File: src/rtl/mem_access_ctrl_pkg.sv
// Opcode encodings shared with the execute stage plus access-classification helpers
// used by the load/store controller and its store aligner.
package mem_access_ctrl_pkg;

    localparam logic [5:0] OP_LB  = 6'b100000;
    localparam logic [5:0] OP_LH  = 6'b100001;
    localparam logic [5:0] OP_LW  = 6'b100011;
    localparam logic [5:0] OP_LBU = 6'b100100;
    localparam logic [5:0] OP_LHU = 6'b100101;
    localparam logic [5:0] OP_SB  = 6'b101000;
    localparam logic [5:0] OP_SH  = 6'b101001;
    localparam logic [5:0] OP_SW  = 6'b101011;

    typedef enum logic [1:0] {
        SZ_BYTE = 2'd0,
        SZ_HALF = 2'd1,
        SZ_WORD = 2'd2,
        SZ_NONE = 2'd3
    } acc_size_e;

    // Opcode and byte offset travel together from acceptance to completion.
    typedef struct packed {
        logic [5:0] opcode;
        logic [1:0] offset;
    } acc_tag_t;

    function automatic acc_size_e op_size(input logic [5:0] op);
        acc_size_e sz;
        case (op)
            OP_LB, OP_LBU, OP_SB: sz = SZ_BYTE;
            OP_LH, OP_LHU, OP_SH: sz = SZ_HALF;
            OP_LW, OP_SW:         sz = SZ_WORD;
            default:              sz = SZ_NONE;
        endcase
        return sz;
    endfunction

    function automatic logic op_is_store(input logic [5:0] op);
        return (op == OP_SB) || (op == OP_SH) || (op == OP_SW);
    endfunction

    // Illegal opcodes are reported through the same fault path as misalignment.
    function automatic logic op_faults(input logic [5:0] op, input logic [1:0] off);
        logic f;
        case (op_size(op))
            SZ_BYTE: f = 1'b0;
            SZ_HALF: f = off[0];
            SZ_WORD: f = |off;
            default: f = 1'b1;
        endcase
        return f;
    endfunction

endpackage

File: src/rtl/mem_store_align.sv
// Big-endian store lane steering: byte enables and replicated write data from opcode and offset.
// Purely combinational; loads and illegal opcodes produce no enables and zero data.
module mem_store_align
    import mem_access_ctrl_pkg::*;
(
    input  logic [5:0]  opcode,
    input  logic [1:0]  offset,
    input  logic [31:0] wdata,
    output logic [3:0]  be,
    output logic [31:0] wdata_aligned
);

    always_comb begin
        be            = 4'b0000;
        wdata_aligned = 32'h0000_0000;
        case (opcode)
            OP_SB: begin
                // Offset 0 is the most significant byte lane.
                be            = 4'b1000 >> offset;
                wdata_aligned = {4{wdata[7:0]}};
            end
            OP_SH: begin
                be            = offset[1] ? 4'b0011 : 4'b1100;
                wdata_aligned = {2{wdata[15:0]}};
            end
            OP_SW: begin
                be            = 4'b1111;
                wdata_aligned = wdata;
            end
            default: begin
                be            = 4'b0000;
                wdata_aligned = 32'h0000_0000;
            end
        endcase
    end

endmodule

File: src/rtl/mem_access_ctrl.sv
// Load/store controller between execute and data memory: one access in flight, word-aligned
// request on a ready/valid port, load wait bounded by a timeout, one-cycle completion pulse.
module mem_access_ctrl
    import mem_access_ctrl_pkg::*;
#(
    parameter int TIMEOUT_CYCLES = 256,
    parameter int CNT_W          = 9
) (
    input  logic        clk,
    input  logic        rst_n,
    input  logic        req_valid,
    output logic        req_ready,
    input  logic [5:0]  req_opcode,
    input  logic [31:0] req_addr,
    input  logic [31:0] req_wdata,
    output logic        mem_req_valid,
    input  logic        mem_req_ready,
    output logic [31:0] mem_addr,
    output logic        mem_we,
    output logic [3:0]  mem_be,
    output logic [31:0] mem_wdata,
    input  logic        mem_rsp_valid,
    input  logic [31:0] mem_rsp_data,
    output logic        rsp_valid,
    output logic [31:0] rsp_data,
    output logic [5:0]  rsp_opcode,
    output logic [1:0]  rsp_byte_offset,
    output logic        rsp_misalign,
    output logic        rsp_timeout,
    output logic        busy
);

    localparam logic [1:0] S_IDLE     = 2'd0;
    localparam logic [1:0] S_ISSUE    = 2'd1;
    localparam logic [1:0] S_WAIT_RSP = 2'd2;
    localparam logic [1:0] S_DONE     = 2'd3;

    localparam logic [CNT_W-1:0] CNT_LAST = CNT_W'(TIMEOUT_CYCLES - 1);

    logic [1:0]       state_q, state_d;
    logic [CNT_W-1:0] cnt_q, cnt_d;
    acc_tag_t         tag_q, tag_d;

    logic [31:0]      mem_addr_q, mem_addr_d;
    logic             mem_we_q, mem_we_d;
    logic [3:0]       mem_be_q, mem_be_d;
    logic [31:0]      mem_wdata_q, mem_wdata_d;

    acc_tag_t         rsp_tag_q, rsp_tag_d;
    logic [31:0]      rsp_data_q, rsp_data_d;
    logic             rsp_misalign_q, rsp_misalign_d;
    logic             rsp_timeout_q, rsp_timeout_d;

    logic [3:0]       align_be;
    logic [31:0]      align_wdata;
    logic             req_fault;

    mem_store_align u_store_align (
        .opcode        (req_opcode),
        .offset        (req_addr[1:0]),
        .wdata         (req_wdata),
        .be            (align_be),
        .wdata_aligned (align_wdata)
    );

    assign req_fault = op_faults(req_opcode, req_addr[1:0]);

    always_comb begin
        state_d        = state_q;
        cnt_d          = cnt_q;
        tag_d          = tag_q;
        mem_addr_d     = mem_addr_q;
        mem_we_d       = mem_we_q;
        mem_be_d       = mem_be_q;
        mem_wdata_d    = mem_wdata_q;
        rsp_tag_d      = rsp_tag_q;
        rsp_data_d     = rsp_data_q;
        rsp_misalign_d = rsp_misalign_q;
        rsp_timeout_d  = rsp_timeout_q;

        case (state_q)
            S_IDLE: begin
                if (req_valid) begin
                    tag_d.opcode = req_opcode;
                    tag_d.offset = req_addr[1:0];
                    if (req_fault) begin
                        // Faulting accesses never reach memory.
                        state_d        = S_DONE;
                        rsp_tag_d      = tag_d;
                        rsp_data_d     = 32'h0000_0000;
                        rsp_misalign_d = 1'b1;
                        rsp_timeout_d  = 1'b0;
                    end else begin
                        state_d     = S_ISSUE;
                        mem_addr_d  = {req_addr[31:2], 2'b00};
                        mem_we_d    = op_is_store(req_opcode);
                        mem_be_d    = align_be;
                        mem_wdata_d = align_wdata;
                    end
                end
            end

            S_ISSUE: begin
                if (mem_req_ready) begin
                    if (mem_we_q) begin
                        state_d        = S_DONE;
                        rsp_tag_d      = tag_q;
                        rsp_data_d     = 32'h0000_0000;
                        rsp_misalign_d = 1'b0;
                        rsp_timeout_d  = 1'b0;
                    end else begin
                        state_d = S_WAIT_RSP;
                        cnt_d   = '0;
                    end
                end
            end

            S_WAIT_RSP: begin
                // A reply arriving on the last counted cycle still beats the timeout.
                if (mem_rsp_valid) begin
                    state_d        = S_DONE;
                    rsp_tag_d      = tag_q;
                    rsp_data_d     = mem_rsp_data;
                    rsp_misalign_d = 1'b0;
                    rsp_timeout_d  = 1'b0;
                end else if (cnt_q == CNT_LAST) begin
                    state_d        = S_DONE;
                    rsp_tag_d      = tag_q;
                    rsp_data_d     = 32'h0000_0000;
                    rsp_misalign_d = 1'b0;
                    rsp_timeout_d  = 1'b1;
                end else begin
                    cnt_d = cnt_q + 1'b1;
                end
            end

            S_DONE: begin
                state_d = S_IDLE;
            end

            default: begin
                state_d = S_IDLE;
            end
        endcase
    end

    always_ff @(posedge clk or negedge rst_n) begin
        if (!rst_n) begin
            state_q        <= S_IDLE;
            cnt_q          <= '0;
            tag_q          <= '0;
            mem_addr_q     <= 32'h0000_0000;
            mem_we_q       <= 1'b0;
            mem_be_q       <= 4'b0000;
            mem_wdata_q    <= 32'h0000_0000;
            rsp_tag_q      <= '0;
            rsp_data_q     <= 32'h0000_0000;
            rsp_misalign_q <= 1'b0;
            rsp_timeout_q  <= 1'b0;
        end else begin
            state_q        <= state_d;
            cnt_q          <= cnt_d;
            tag_q          <= tag_d;
            mem_addr_q     <= mem_addr_d;
            mem_we_q       <= mem_we_d;
            mem_be_q       <= mem_be_d;
            mem_wdata_q    <= mem_wdata_d;
            rsp_tag_q      <= rsp_tag_d;
            rsp_data_q     <= rsp_data_d;
            rsp_misalign_q <= rsp_misalign_d;
            rsp_timeout_q  <= rsp_timeout_d;
        end
    end

    assign req_ready       = (state_q == S_IDLE);
    assign busy            = (state_q != S_IDLE);
    assign mem_req_valid   = (state_q == S_ISSUE);
    assign rsp_valid       = (state_q == S_DONE);

    assign mem_addr        = mem_addr_q;
    assign mem_we          = mem_we_q;
    assign mem_be          = mem_be_q;
    assign mem_wdata       = mem_wdata_q;

    assign rsp_data        = rsp_data_q;
    assign rsp_opcode      = rsp_tag_q.opcode;
    assign rsp_byte_offset = rsp_tag_q.offset;
    assign rsp_misalign    = rsp_misalign_q;
    assign rsp_timeout     = rsp_timeout_q;

endmodule

File: config.mk
export PLATFORM = sky130hd
export DESIGN_NAME = mem_access_ctrl
export DESIGN_NICKNAME = d
export VERILOG_FILES = /design/src/rtl/mem_access_ctrl_pkg.sv /design/src/rtl/mem_store_align.sv /design/src/rtl/mem_access_ctrl.sv
export SDC_FILE = /design/constraint.sdc
export NUM_CORES = 1
export LEC_CHECK = 0
export BUFFER_PORTS_ARGS = -buffer_cell sky130_fd_sc_hd__buf_2
export CORE_ASPECT_RATIO = 0.5
export CORE_MARGIN = 2
export CORE_UTILIZATION = 50
export CTS_CLUSTER_DIAMETER = 60
export DETAILED_ROUTE_END_ITERATION = 6
export GPL_ROUTABILITY_DRIVEN = 0
export GPL_TIMING_DRIVEN = 0
export HOLD_SLACK_MARGIN = 0.03
export MAX_ROUTING_LAYER = met4
export PLACE_DENSITY = 0.82
export SLEW_MARGIN = 20
export SYNTH_ARGS = -nofsm -noshare
export SYNTH_HDL_FRONTEND = slang
export SYNTH_SLANG_ARGS = --single-unit
File: constraint.sdc
create_clock -name clk -period 3 [get_ports clk]
set_clock_uncertainty 0.15 [all_clocks]
set_input_delay 0 -clock clk [delete_from_list [all_inputs] [get_ports clk]]
set_output_delay 0 -clock clk [all_outputs]
set_load 0.01 [all_outputs]
==> summary.md, run 1 <==
| Metric | Value |
|---|---|
| Status | `finished, final reports clean` |
| IO Pins | `222` |
| Critical Path Source Type | `flop` |
| Number of port buffers | `218` |
| Filler cell count | `651` |
| Synthesized instance count | `between 500 and 600` |
| Min cycle time layout | `2.72 ns` |
| Share of cells above drive strength 1 | `between 40% and 50%` |
| Vias in the first global route | `roughly 6.1k` |
| GR Util All Layers | `34.0%` |
| Remaining global-route overflow | `0` |
| Diode count | `0` |
| Routed wire per std cell | `20.5 um` |
| Place WS | `0.388 ns` |
| Post-synth top cells | `dfrtp_1, o21ai_0, mux2_2` |
| Worst hold slack | `0.0758 ns` |
| Post-route setup slack | `0.282 ns` |
| CTS buffer count | `17` |
| FF-to-FF path depth | `10` |
| Count of different cell masters after synthesis | `42` |
| Register area share after synthesis | `53.0%` |
| Slowest stage delay, CP | `0.40 ns` |
| CP endpoint kind | `flop` |
| CP arrival | `~2.9 ns` |
| Logic pwr share | `40.3%` |
| Non-Filler Instances | `1042` |
| Max_cap viols | `0` |
| Post-cts resize count | `0` |
| Routed Antenna Nets | `0` |
| DRC | `0` |
| Required time of the critical path | `3.15 ns` |
| Worst-Margin Slew | `0.687 ns` |
| Std-Cell Rows | `28` |
| Mean post-synth cell area | `12.0 um2` |
| 1st-iter DRT viols | `548` |
| CTS Hold Bufs | `123` |
| Setup Viol. Count Final | `0` |
| Most frequent cell after synthesis | `dfrtp_1` |
| Sequential power share | `32.2%` |
| Largest net degree at the start of global routing | `70` |
| CTS tree | `built` |
| Critical Path Stages | `10` |
| Via density | `5.78` |
| Post-synth top area share | `53.0%` |
| FF+latch count, synth | `128` |
| Crit Path Category | `reg2reg` |
| Pleak | `just under 0.005 uW` |
| Setup bufs post-CTS | `0` |
| Final setup TNS | `0 ns` |
| Crit share post-route | `about nine tenths` |
| Clk sink count | `128` |
| P per Cell Area | `883 mW/mm2` |
| Die Area | `around 0.013 mm2` |
| Main area contributors after synthesis | `dfrtp_1, mux2_4, mux2_2` |
| DR vias | `approximately 6k` |
| Clk pin slew, worst setup/hold paths | `0.06 ns` |
| Cell family with most CP delay | `simple AND/OR/NAND/NOR gates` |
| Initial DRT Pass Iterations | `5` |
| Crit-path cells | `ha_1 > nand3_1 > nor3_1 > ha_1 > nor3b_1 > a211oi_1 > o211a_1 > buf_6 > buf_6 > mux2_4` |
| Sw Share | `34.1%` |
| Synth Cell Area | `0.00605 mm2` |
| Power, Total | `a little over 8000 uW` |
| Area Overhead vs Synth | `53.3%` |
| CTS Buffer Depth | `2` |
| Max frequency | `between 300 and 400 MHz` |
| Async SR Flop Fraction | `100%` |
| Min-delay worst type | `in2reg` |
| Die width | `160 um` |
| Root buf cell | `clkbuf_16` |
| Worst-skew pair later-pin latency | `just over 0.4 ns` |
| Final Hold Viols | `0` |
| Total net switching power | `2790 uW` |
| Core region area | `0.0118 mm2` |
| Hold Crit Depth | `5` |
| Placed cells | `887` |
| Initial antenna violation count | `0` |
| Drt total wl | `21400 um` |
| Internal power | `5400 uW` |
| CP bufs+invs | `2` |
| Ys flop type | `dfrtp_1` |
| Max-Slew Margin vs Limit | `between 50% and 60%` |
| Clock share of power | `27.6%` |
| Ys Warns | `0` |
| Die Ht | `81.8 um` |
| Number of flops mapped to enable cells by yosys | `0` |
| DPL Wire Length | `11500 um` |
| Worst VDD drop | `482 uV` |
| H-Tree Depth | `4` |
| RSZ-0062 raised after global routing | `no` |
| NumNets Final | `977` |
| First-pass GRT wire length | `32900 um` |
| Slowest CP cell | `dfrtp_1` |
| Slew Limit Fails | `0` |
| Starting Density | `51.2%` |
| Area leader, netlist | `dfrtp_1` |
| Crit path max fanout | `10` |
per-stage QoR:
stage               util, %  area [um2]
floorplan                 -        6050
global placement       62.3        7350
CTS                    78.6        9270
finish                 78.6        9270
global route           78.6        9270
detailed placement     62.6        7390
logic make-up (layout without fill, tap and decap cells):
group                    Yosys count  after routing  synth area share, %
adder cells (fa/ha/maj)            6              6                 1.24
multiplexers                      95             95                 20.1
AO/OA/AOI/OAI                    127            127                 13.0
buffers and inverters             53            427                 4.61
flip-flops                       128            128                 53.0
other                              1              2               0.0620
AND/OR/NAND/NOR                   92             92                 8.01
per-layer routing:
| layer | vias to the layer above | global-route usage (%) | wire [um] |
|---|---|---|---|
| li1 | 2544 | - | - |
| met1 | 2865 | 39.0 | 8240 |
| met2 | 476 | 54.8 | 10100 |
| met3 | 138 | 9.60 | 1870 |
| met4 | 0 | 20.4 | 1200 |
| met5 | - | - | 0 |
power by group through the flow:
stage	combinational, uW	clock, uW	sequential [uW]
3_3_place_gp	2940	0	2570
2_1_floorplan	1790	0	2810
3_5_place_dp	3020	0	2600
4_1_cts	3180	2250	2590
6_report	3300	2260	2630
5_1_grt	3480	2360	2690
flip-flops by register name, summed over array words and instances (netlist names), 2 cells and up:
| register | count |
|---|---|
| mem_be | 4 |
| state_q | 2 |
| mem_addr | 30 |
| mem_wdata | 32 |
| rsp_data | 32 |
| cnt_q | 9 |
| rsp_byte_offset | 2 |
| rsp_opcode | 6 |
| tag_q | 8 |
area by class of cell:
class / instances / area [um2] / share of cell area [%]
buffer: 42 / 238 / 2.56
clock buffer: 19 / 453 / 4.88
clock inverter: 13 / 185 / 2.00
inverter: 11 / 41.3 / 0.445
multi-input combinational: 322 / 2570 / 27.7
sequential: 128 / 3200 / 34.5
tap: 165 / 206 / 2.23
timing repair buffer: 342 / 2380 / 25.6
cell usage in the layout (no fill, tap or decap), types with 2 or more instances in the layout:
master,count
a22o_1,4
inv_1,10
nand2b_1,2
ha_1,6
a21oi_1,12
nand2_1,22
nand3_1,3
buf_6,7
o21ai_1,3
mux2_2,43
clkbuf_16,17
nor4_1,2
nor2b_1,3
o21ai_0,55
nor2_1,16
dlygate4sd3_1,122
and2_1,2
buf_4,6
conb_1,2
and3_1,34
bufinv_16,4
a22oi_1,16
buf_1,2
buf_16,2
o211ai_1,2
buf_2,221
clkinv_2,2
clkbuf_1,23
mux2_4,42
clkbuf_8,2
o31ai_1,29
clkinvlp_4,5
dfrtp_1,128
mux2i_1,10
final timing paths:
| check | startpoint | to | slack [ns] |
|---|---|---|---|
| min in group asynchronous | rst_n | mem_wdata[22] | 0.54 |
| setup reg to reg | cnt_q[0] | rsp_data[0] | 0.28 |
| hold / removal | mem_rsp_valid | cnt_q[5] | 0.08 |
| max in group asynchronous | rst_n | mem_we | 1.84 |
| setup / recovery | cnt_q[0] | rsp_data[0] | 0.28 |
| hold reg to reg | cnt_q[8] | cnt_q[8] | 0.33 |
worst register-to-register path, delay by kind of cell (launching register included):
family	cells	cell delay, ns
mux	1	0.33
fa+ha+maj	2	0.44
simple gates	3	0.48
buf+inv	2	0.33
flops	1	0.40
compound gates	2	0.48
(Power assumes the default switching activity.)
==> run 2: changes to the inputs <==
--- a/config.mk
+++ b/config.mk
@@ -16,6 +16,7 @@
 export HOLD_SLACK_MARGIN = 0.03
 export MAX_ROUTING_LAYER = met4
 export PLACE_DENSITY = 0.82
+export SETUP_SLACK_MARGIN = 0.4
 export SLEW_MARGIN = 20
 export SYNTH_ARGS = -nofsm -noshare
 export SYNTH_HDL_FRONTEND = slang
==> summary.md, run 2 (synthesis gave the netlist of run 1 again) <==
| Metric | Value |
|---|---|
| DRC | `0 (unchanged)` |
| DPL Wire Length | `11500 um (unchanged)` |
| Initial antenna violation count | `0 (unchanged)` |
| Filler cell count | `627 (-3.7%)` |
| Min cycle time layout | `2.49 ns (-0.231 ns)` |
| Initial DRT Pass Iterations | `5 (unchanged)` |
| Die Ht | `81.8 um (unchanged)` |
| Slowest CP cell | `dfrtp_1` |
| Slew Limit Fails | `0 (unchanged)` |
| Max-Slew Margin vs Limit | `54.4% (+0.34 points)` |
| NumNets Final | `979 (+0.20%)` |
| Crit Path Category | `reg2reg` |
| Max_cap viols | `0 (unchanged)` |
| Max frequency | `402 MHz (+9.3%)` |
| Worst-Margin Slew | `0.677 ns (-0.00965 ns)` |
| Worst-skew pair later-pin latency | `0.41 ns (about the same)` |
| Number of port buffers | `218 (unchanged)` |
| Remaining global-route overflow | `0 (unchanged)` |
| Critical Path Stages | `8 (-2)` |
| Register area | `0.00320 mm2 (unchanged)` |
| Setup Viol. Count Final | `0 (unchanged)` |
| Cell family with most CP delay | `buffers and inverters` |
| DR vias | `5999 (-0.40%)` |
| First-pass GRT wire length | `32500 um (-1.2%)` |
| Share of cells above drive strength 1 | `41.8% (+1.2 points)` |
| Area Overhead vs Synth | `54.5%` |
| Clk sink count | `128 (unchanged)` |
| Largest net degree at the start of global routing | `70 (unchanged)` |
| Crit-path cells | `inv_1 > ha_2 > nand2_2 > or2_1 > clkbuf_1 > buf_6 > buf_4 > o31ai_2` |
| Diode count | `0 (unchanged)` |
| P per Cell Area | `879 mW/mm2 (-0.44%)` |
| Crit path max fanout | `10 (unchanged)` |
| Pleak | `0.00483 uW (+0.41%)` |
| Post-route cell area | `0.00934 mm2 (+0.74%)` |
| Commonest non-fill, non-tap cell in the layout | `buf_2` |
| Vias in the first global route | `6071 (-0.72%)` |
| IO Pins | `222 (unchanged)` |
| Multi-input gate area | `0.00261 mm2 (+1.4%)` |
| Root buf cell | `clkbuf_16` |
| Routed wire per std cell | `20.3 um (-1.0%)` |
| Required time of the critical path | `3.13 ns (-0.02 ns)` |
| 1st-iter DRT viols | `515 (-6.0%)` |
| Std-Cell Rows | `28 (unchanged)` |
| CP bufs+invs | `4 (+2)` |
| Hold Crit Depth | `5 (unchanged)` |
| Die Area | `0.0130 mm2 (unchanged)` |
| CTS tree | `built` |
| Starting Density | `51.2% (unchanged)` |
| Routed Antenna Nets | `0 (unchanged)` |
| CP arrival | `2.62 ns (-0.25 ns)` |
| Crit share post-route | `82.9% (-7.7 points)` |
| Final setup TNS | `0 ns (unchanged)` |
| RSZ-0062 raised after global routing | `no` |
| Drt total wl | `21200 um (-0.84%)` |
| CTS buffer count | `17 (unchanged)` |
| CP endpoint kind | `flop` |
| Final Hold Viols | `0 (unchanged)` |
| GR Util All Layers | `33.6% (-0.36 points)` |
| Status | `finished, final reports clean` |
| Clk pin slew, worst setup/hold paths | `0.07 ns (about the same)` |
| Core region area | `0.0118 mm2 (unchanged)` |
| H-Tree Depth | `4 (unchanged)` |
| CTS Buffer Depth | `2 (unchanged)` |
| Critical Path Source Type | `flop` |
| Most frequent cells in the layout | `buf_2, dfrtp_1, dlygate4sd3_1, o21ai_0, mux2_2` |
| Slowest stage delay, CP | `0.42 ns (+0.02 ns)` |
| Die width | `160 um (unchanged)` |
| Worst VDD drop | `473 uV (-1.9%)` |
| Worst hold slack | `0.0991 ns (+0.0233 ns)` |
| Area post-placement | `0.00739 mm2 (unchanged)` |
| Min-delay worst type | `in2reg` |
| FF-to-FF path depth | `8 (-2)` |
| Via density | `5.75 (-0.59%)` |
==> run 2: cell types whose count changed in the layout (fill, tap and decap cells not counted), moves of 2 or more <==
cell / delta
o31ai_1: -2
ha_1: -3
buf_6: -4
buf_8: +4
ha_2: +3
o31ai_2: +2
==> run 2: layout make-up <==
| cell class | count | area share [%] |
|---|---|---|
| clock buffer | 19 | 4.85 |
| clock inverter | 13 | 1.98 |
| tap | 165 | 2.21 |
| sequential | 128 | 34.3 |
| multi-input combinational | 322 | 27.9 |
| buffer | 42 | 2.72 |
| timing repair buffer | 344 | 25.6 |
| inverter | 11 | 0.442 |
==> run 2: per-layer routing <==
| layer | track usage [%] | share of wire [%] | vias up |
|---|---|---|---|
| li1 | - | - | 2548 |
| met1 | 38.4 | 38 | 2873 |
| met2 | 54.4 | 48 | 440 |
| met3 | 9.04 | 8.4 | 138 |
| met4 | 21.2 | 5.9 | 0 |
| met5 | - | 0 | - |
==> run 2: final timing paths <==
check,start,to,slack (ns)
worst max-delay path,state_q[0],mem_wdata[23],0.51
worst min-delay path,mem_rsp_valid,cnt_q[5],0.1
worst max register to register,state_q[0],mem_wdata[23],0.51
worst min register to register,cnt_q[8],cnt_q[8],0.33
max in group asynchronous,rst_n,mem_we,1.84
min in group asynchronous,rst_n,mem_wdata[22],0.55
==> run 2: what timing repair did <==
item | CTS | global route
gates resized for setup | 6 | 8
hold buffers | 123 | 1
hold endpoints to repair | 241 | 2
pin swaps | 1 | 1
endpoints found under the setup margin | 39 | 95
buffers inserted | 1 | 0
==> run 2: worst register-to-register path: cells and delay by family (launching register included) <==
family | cells | cell delay, ns
flip-flops | 1 | 0.42
AND/OR/NAND/NOR | 2 | 0.47
AO/OA/AOI/OAI | 1 | 0.40
adder cells (fa/ha/maj) | 1 | 0.26
buffers and inverters | 4 | 0.65
==> run 2: report_power, final <==
group / total (uW) / switching [uW] / internal [uW]
clock: 2240 / 808 / 1440
sequential: 2630 / 342 / 2290
combinational: 3340 / 1610 / 1730
total: 8210 / 2760 / 5450
==> run 2: stage by stage <==
step	worst slack [ns]	power, uW	utilization, %	std cells
finish	0.512	8210	79.1	1044
floorplan	0.663	4600	-	503
CTS	0.449	8070	78.8	1043
global route	0.414	8580	79.1	1044
detailed placement	0.388	5620	62.6	887
global placement	0.134	5500	62.3	886
